===== src/rtl/mux_scan_ctrl_pkg.sv =====
// Shared types and helpers for the 4-channel mux scan sequencer.
// Channel search walks the latched enable mask in ascending order.
package mux_scan_pkg;

  localparam int SEL_W  = 2;
  localparam int NUM_CH = 4;

  typedef enum logic [1:0] {
    IDLE    = 2'd0,
    SETTLE  = 2'd1,
    CAPTURE = 2'd2,
    DONE    = 2'd3
  } state_t;

  typedef struct packed {
    logic             found;
    logic [SEL_W-1:0] ch;
  } ch_sel_t;

  // Lowest enabled channel strictly above cur.
  function automatic ch_sel_t next_ch(input logic [NUM_CH-1:0] mask,
                                      input logic [SEL_W-1:0]  cur);
    ch_sel_t r;
    r = '0;
    for (int i = NUM_CH - 1; i >= 0; i--) begin
      if (i > int'(cur) && mask[i]) begin
        r.found = 1'b1;
        r.ch    = SEL_W'(i);
      end
    end
    return r;
  endfunction

  function automatic ch_sel_t first_ch(input logic [NUM_CH-1:0] mask);
    ch_sel_t r;
    r = '0;
    for (int i = NUM_CH - 1; i >= 0; i--) begin
      if (mask[i]) begin
        r.found = 1'b1;
        r.ch    = SEL_W'(i);
      end
    end
    return r;
  endfunction

endpackage


===== src/rtl/mux_scan_ctrl_if.sv =====
// Request/response bundle between the scan sequencer, its client and the mux.
// slave is the sequencer side; master is the client/mux side.
interface mux_scan_ctrl_if #(
  parameter int DWELL_W = 8,
  parameter int NUM_CH  = 4
);

  logic                           start;
  logic [DWELL_W-1:0]             dwell;
  logic [NUM_CH-1:0]              mask;
  logic                           mux_out;
  logic [mux_scan_pkg::SEL_W-1:0] sel;
  logic                           busy;
  logic                           done;
  logic [NUM_CH-1:0]              sample;

  modport slave (
    input  start, dwell, mask, mux_out,
    output sel, busy, done, sample
  );

  modport master (
    output start, dwell, mask, mux_out,
    input  sel, busy, done, sample
  );

endinterface


===== src/rtl/mux_scan_ctrl_dwell_counter.sv =====
// Load/decrement settle counter; saturates at zero so a maximal load never wraps.
module dwell_counter #(
  parameter int DWELL_W = 8
) (
  input  logic               clk,
  input  logic               rst_n,
  input  logic               load,
  input  logic [DWELL_W-1:0] load_val,
  input  logic               dec,
  output logic               zero
);

  logic [DWELL_W-1:0] count;

  always_ff @(posedge clk) begin
    if (!rst_n) begin
      count <= '0;
    end else if (load) begin
      count <= load_val;
    end else if (dec && count != '0) begin
      count <= count - DWELL_W'(1);
    end
  end

  assign zero = (count == '0);

endmodule


===== src/rtl/mux_scan_ctrl.sv =====
// Scans the enabled mux channels in ascending order, holding each select for
// the latched settle time, and returns the captured bits as one word with done.
module mux_scan_ctrl #(
  parameter int DWELL_W = 8,
  parameter int NUM_CH  = 4
) (
  input  logic           clk,
  input  logic           rst_n,
  mux_scan_ctrl_if.slave bus
);

  import mux_scan_pkg::*;

  state_t             state;
  logic [SEL_W-1:0]   sel_q;
  logic               busy_q;
  logic               done_q;
  logic [NUM_CH-1:0]  sample_q;
  logic [NUM_CH-1:0]  scratch;
  logic [NUM_CH-1:0]  scratch_nxt;
  logic [NUM_CH-1:0]  mask_q;
  logic [DWELL_W-1:0] dwell_q;
  logic [DWELL_W-1:0] start_val;
  logic               accept;
  logic               cnt_load;
  logic               cnt_dec;
  logic               cnt_zero;
  logic [DWELL_W-1:0] cnt_val;
  ch_sel_t            first_c;
  ch_sel_t            next_c;

  // Counter holds D-1 so that SETTLE lasts D cycles; dwell 0 behaves as 1.
  assign start_val = (bus.dwell == '0) ? '0 : bus.dwell - DWELL_W'(1);
  assign accept    = (state == IDLE) && bus.start;
  assign first_c   = first_ch(bus.mask);
  assign next_c    = next_ch(mask_q, sel_q);

  assign cnt_load  = (accept && first_c.found) || (state == CAPTURE && next_c.found);
  assign cnt_val   = (state == IDLE) ? start_val : dwell_q;
  assign cnt_dec   = (state == SETTLE);

  always_comb begin
    scratch_nxt        = scratch;
    scratch_nxt[sel_q] = bus.mux_out;
  end

  dwell_counter #(.DWELL_W(DWELL_W)) u_dwell_counter (
    .clk      (clk),
    .rst_n    (rst_n),
    .load     (cnt_load),
    .load_val (cnt_val),
    .dec      (cnt_dec),
    .zero     (cnt_zero)
  );

  // Scan parameters are frozen at accept; later input changes are ignored.
  always_ff @(posedge clk) begin
    if (accept) begin
      mask_q  <= bus.mask;
      dwell_q <= start_val;
    end
  end

  always_ff @(posedge clk) begin
    if (!rst_n) begin
      state    <= IDLE;
      sel_q    <= '0;
      busy_q   <= 1'b0;
      done_q   <= 1'b0;
      sample_q <= '0;
      scratch  <= '0;
    end else begin
      done_q <= 1'b0;
      unique case (state)
        IDLE: begin
          if (bus.start) begin
            scratch <= '0;
            if (first_c.found) begin
              sel_q  <= first_c.ch;
              busy_q <= 1'b1;
              state  <= SETTLE;
            end else begin
              sample_q <= '0;
              done_q   <= 1'b1;
              state    <= DONE;
            end
          end
        end
        SETTLE: begin
          if (cnt_zero) state <= CAPTURE;
        end
        CAPTURE: begin
          scratch <= scratch_nxt;
          if (next_c.found) begin
            sel_q <= next_c.ch;
            state <= SETTLE;
          end else begin
            sample_q <= scratch_nxt;
            busy_q   <= 1'b0;
            done_q   <= 1'b1;
            state    <= DONE;
          end
        end
        DONE: begin
          state <= IDLE;
        end
        default: begin
          state <= IDLE;
        end
      endcase
    end
  end

  assign bus.sel    = sel_q;
  assign bus.busy   = busy_q;
  assign bus.done   = done_q;
  assign bus.sample = sample_q;

endmodule


===== src/flat_wrapper.sv =====
// flat-port wrapper written by rule: the top's interface ports become plain ports
module mux_scan_ctrl_flat import mux_scan_pkg::*;
#(
  parameter int DWELL_W = 8,
  parameter int NUM_CH  = 4
)
  (clk, rst_n, bus_start, bus_dwell, bus_mask, bus_mux_out, bus_sel, bus_busy, bus_done, bus_sample);
  mux_scan_ctrl_if #(.DWELL_W(DWELL_W), .NUM_CH(NUM_CH)) bus_i ();
  input  logic clk;
  input  logic rst_n;
  input wire logic [$bits(bus_i.start)-1:0] bus_start;
  input wire logic [$bits(bus_i.dwell)-1:0] bus_dwell;
  input wire logic [$bits(bus_i.mask)-1:0] bus_mask;
  input wire logic [$bits(bus_i.mux_out)-1:0] bus_mux_out;
  output wire logic [$bits(bus_i.sel)-1:0] bus_sel;
  output wire logic [$bits(bus_i.busy)-1:0] bus_busy;
  output wire logic [$bits(bus_i.done)-1:0] bus_done;
  output wire logic [$bits(bus_i.sample)-1:0] bus_sample;
  assign bus_i.start = bus_start;
  assign bus_i.dwell = bus_dwell;
  assign bus_i.mask = bus_mask;
  assign bus_i.mux_out = bus_mux_out;
  assign bus_sel = bus_i.sel;
  assign bus_busy = bus_i.busy;
  assign bus_done = bus_i.done;
  assign bus_sample = bus_i.sample;
  mux_scan_ctrl #(.DWELL_W(DWELL_W), .NUM_CH(NUM_CH)) u_core (.clk(clk), .rst_n(rst_n), .bus(bus_i));
endmodule

===== config.mk =====
export PLATFORM = sky130hd
export DESIGN_NAME = mux_scan_ctrl_flat
export DESIGN_NICKNAME = d
export VERILOG_FILES = /design/src/rtl/mux_scan_ctrl_pkg.sv /design/src/rtl/mux_scan_ctrl_if.sv /design/src/rtl/mux_scan_ctrl_dwell_counter.sv /design/src/rtl/mux_scan_ctrl.sv /design/src/flat_wrapper.sv
export SDC_FILE = /design/constraint.sdc
export NUM_CORES = 1
export LEC_CHECK = 0
export BUFFER_PORTS_ARGS = -buffer_cell sky130_fd_sc_hd__buf_2
export CAP_MARGIN = 5
export CORE_MARGIN = 2
export CORE_UTILIZATION = 25
export CTS_CLUSTER_SIZE = 20
export DETAILED_ROUTE_END_ITERATION = 10
export PLACE_DENSITY = 0.5
export SLEW_MARGIN = 20
export SYNTH_ARGS = -nofsm -noshare
export SYNTH_HDL_FRONTEND = slang
export SYNTH_HIERARCHICAL = 1
export SYNTH_SLANG_ARGS = --single-unit

===== constraint.sdc =====
create_clock -name clk -period 6.7 [get_ports clk]
set_input_delay 1.34 -clock clk [delete_from_list [all_inputs] [get_ports clk]]
set_output_delay 1.34 -clock clk [all_outputs]
set_load 0.005 [all_outputs]

==> impl_metrics.env <==
export IMPL_nFillCells=828
export IMPL_drive_gt1_share_pct=20.8
export IMPL_dp_hpwl_um=2920
export IMPL_post_route_period_util_pct=47.1
export IMPL_cts_tree="built"
export IMPL_ys_top_cells_by_count="dfxtp_1 (22), nand2_1 (19), nor2_1 (15)"
export IMPL_hold_buffers=0
export IMPL_post_cts_setup_buffers=0
export IMPL_yosys_top_cells_area="dfxtp_1 (23%), edfxtp_1 (17%), o31ai_1 (4.4%)"
export IMPL_cts_inserted_buffers=5
export IMPL_grt_pass1_wl_um=6790
export IMPL_worstSetupPathType="primary input to register"
export IMPL_synthDistinctLibCells=50
export IMPL_timing_slew_headroom_pct=42.4
export IMPL_hold_viol_final=0
export IMPL_yosysWarnings=6
export IMPL_viasPerCell=4.68
export IMPL_grt_max_degree=30
export IMPL_antenna_found_initial=0
export IMPL_whs_ns=0.457
export IMPL_synth_seq_cells=33
export IMPL_syn_nets=225
export IMPL_arrival_ns=3.38
export IMPL_cts_buffer_depth=2
export IMPL_firstDrtPassIters=5
export IMPL_synth_top_cell_area_share_pct=23.3
export IMPL_path_cells="buf_2, or4_4, a32o_2, or2_4, or4b_2, nand3_1"
export IMPL_drv_cap=0
export IMPL_ctsRootBufferMaster="clkbuf_8"
export IMPL_via_count=1521
export IMPL_clkSinkCount=33
export IMPL_cts_resized=0
export IMPL_gr_total_overflow=0
export IMPL_fmax_mhz=317
export IMPL_ys_seq_area_share_pct=40.8
export IMPL_initial_utilization_pct=25.9
export IMPL_grt_pass1_vias=1406
export IMPL_setup_viol=0
export IMPL_cp_start_kind="primary input"
export IMPL_worstSetupEndpointType="register"
export IMPL_fin_nets=245
export IMPL_routedWlPerCell_um=12.5
export IMPL_peakVddDrop_mv=0.0964
export IMPL_drv_slew=0
export IMPL_clk_pin_slew_ns=0.07
export IMPL_ctsHtreeMaxLevel=2
export IMPL_die_x_um=90.9
export IMPL_dp_cells=317
export IMPL_drt_wl_total_um=4060
export IMPL_ys_flop_type="dfxtp_1"
export IMPL_io_buffer_count=23
export IMPL_synth_largest_area_cell="dfxtp_1"
export IMPL_die_area_um2=8260
export IMPL_synth_most_common_cell="dfxtp_1"
export IMPL_pin_count=24
export IMPL_hp_class="register to register"
export IMPL_gp_congestion=0.718
export IMPL_p_leak_nw=0.846
export IMPL_setup_tns_ns=0
export IMPL_avgSynthCellArea_um2=9.21
export IMPL_clk_latency_ns=0.28
export IMPL_slowest_stage="or4b_2"
export IMPL_die_height_um=90.9
export IMPL_crit_fanout=12
export IMPL_dpl_worst_slack_ns=3.26
export IMPL_tightest_slew_ns=0.863
export IMPL_ant_nets=0
export IMPL_drc=0
export IMPL_ys_async_sr_fraction_pct=0
export IMPL_crit_required_ns=6.92
export IMPL_instances_no_fill=325
export IMPL_synthesis_area_um2=1890
export IMPL_core_um2=7290
export IMPL_drt_iter0_drc=120
export IMPL_clock_skew_ns=0.00591
export IMPL_max_stage_delay_ns=0.67
export IMPL_rsz0062_at_grt="false"
export IMPL_worst_slack_ns=3.54
export IMPL_area_delta_synth_final_pct=16.7
export IMPL_placementRows=31
export IMPL_power_density_nw_per_um2=284
export IMPL_num_antenna_cells=0
export IMPL_gr_usage_all_layers_pct=10.3
export IMPL_fin_crit_ns=3.16
export IMPL_ff2ff_setup_slack_ns=4.51
export IMPL_status="finished, final reports clean"
export IMPL_synthCells=205
export IMPL_synth_edf_count=11
==> flip-flops by register name, summed over array words and instances, names as in the netlist, 2 cells and up <==
name	count
u_core/bus.sample	4
u_core/bus.sel	2
u_core/state	2
u_core/dwell_q	8
u_core/scratch	4
u_core/u_dwell_counter/count	8
u_core/mask_q	3
==> layer usage <==
| layer | wire [um] | track usage, % | up-vias |
|---|---|---|---|
| li1 | - | - | 788 |
| met1 | 2080 | 14.0 | 694 |
| met2 | 1770 | 15.6 | 37 |
| met3 | 161 | 2.42 | 2 |
| met4 | 49 | 4.55 | 0 |
| met5 | 0 | 0 | - |
==> final timing paths <==
path / start / endpoint / cells past startpoint
setup / recovery: bus_mask[2] / u_core/u_dwell_counter/count[1] / 6
hold / removal: u_core/bus.sample[2] / u_core/bus.sample[2] / 2
setup reg to reg: u_core/state[1] / u_core/u_dwell_counter/count[2] / 7
hold reg to reg: u_core/bus.sample[2] / u_core/bus.sample[2] / 2
==> worst max-delay path: cells and delay by family <==
kind	cells	cell delay, ns
simple gates	4	1.63
compound gates	1	0.31
buf+inv	1	0.11
==> final cells by class <==
type / count / area (um2) / area share (%)
clock buffer: 7 / 86.3 / 3.92
clock inverter: 1 / 30.0 / 1.36
inverter: 10 / 37.5 / 1.70
multi-input combinational: 152 / 1040 / 47.2
sequential: 33 / 771 / 35.0
tap: 99 / 124 / 5.62
timing repair buffer: 23 / 115 / 5.22
==> placed cells by master, fill, tap and decap left out, types with 4 or more instances in the layout <==
cell,count
mux2_2,6
o31ai_1,11
nand3_1,6
nand2_1,19
edfxtp_1,11
xnor2_1,6
inv_1,10
ha_1,4
a21oi_1,11
mux2i_1,5
clkbuf_8,6
nor2b_1,9
dfxtp_1,22
nor2_1,15
o21ai_0,8
buf_2,23
a22oi_1,4
nand2b_1,5
==> metrics by stage <==
step | power [mW] | instance area (um2) | utilization [%]
after floorplan | 0.392 | 1890 | -
after global placement | 0.433 | 2090 | 28.6
after detailed placement | 0.434 | 2090 | 28.6
after CTS | 0.633 | 2200 | 30.2
after global routing | 0.666 | 2200 | 30.2
final | 0.626 | 2200 | 30.2
==> power breakdown <==
| group | leakage [nW] | total [mW] | internal [mW] | switching, mW |
|---|---|---|---|---|
| sequential | 0.285 | 0.257 | 0.233 | 0.0237 |
| combinational | 0.502 | 0.174 | 0.0781 | 0.0959 |
| clock | 0.0585 | 0.196 | 0.121 | 0.0744 |
==> kinds of logic (layout without fill, tap and decap cells) <==
group | Yosys count | count (layout) | share of synthesized area, %
simple gates | 77 | 77 | 22.5
compound gates | 52 | 52 | 19.8
flops | 33 | 33 | 40.8
buf+inv | 20 | 41 | 4.11
mux | 12 | 12 | 6.83
xor+xnor | 7 | 7 | 3.25
fa+ha+maj | 4 | 4 | 2.65
No activity file was read; power rests on OpenSTA's default activity.
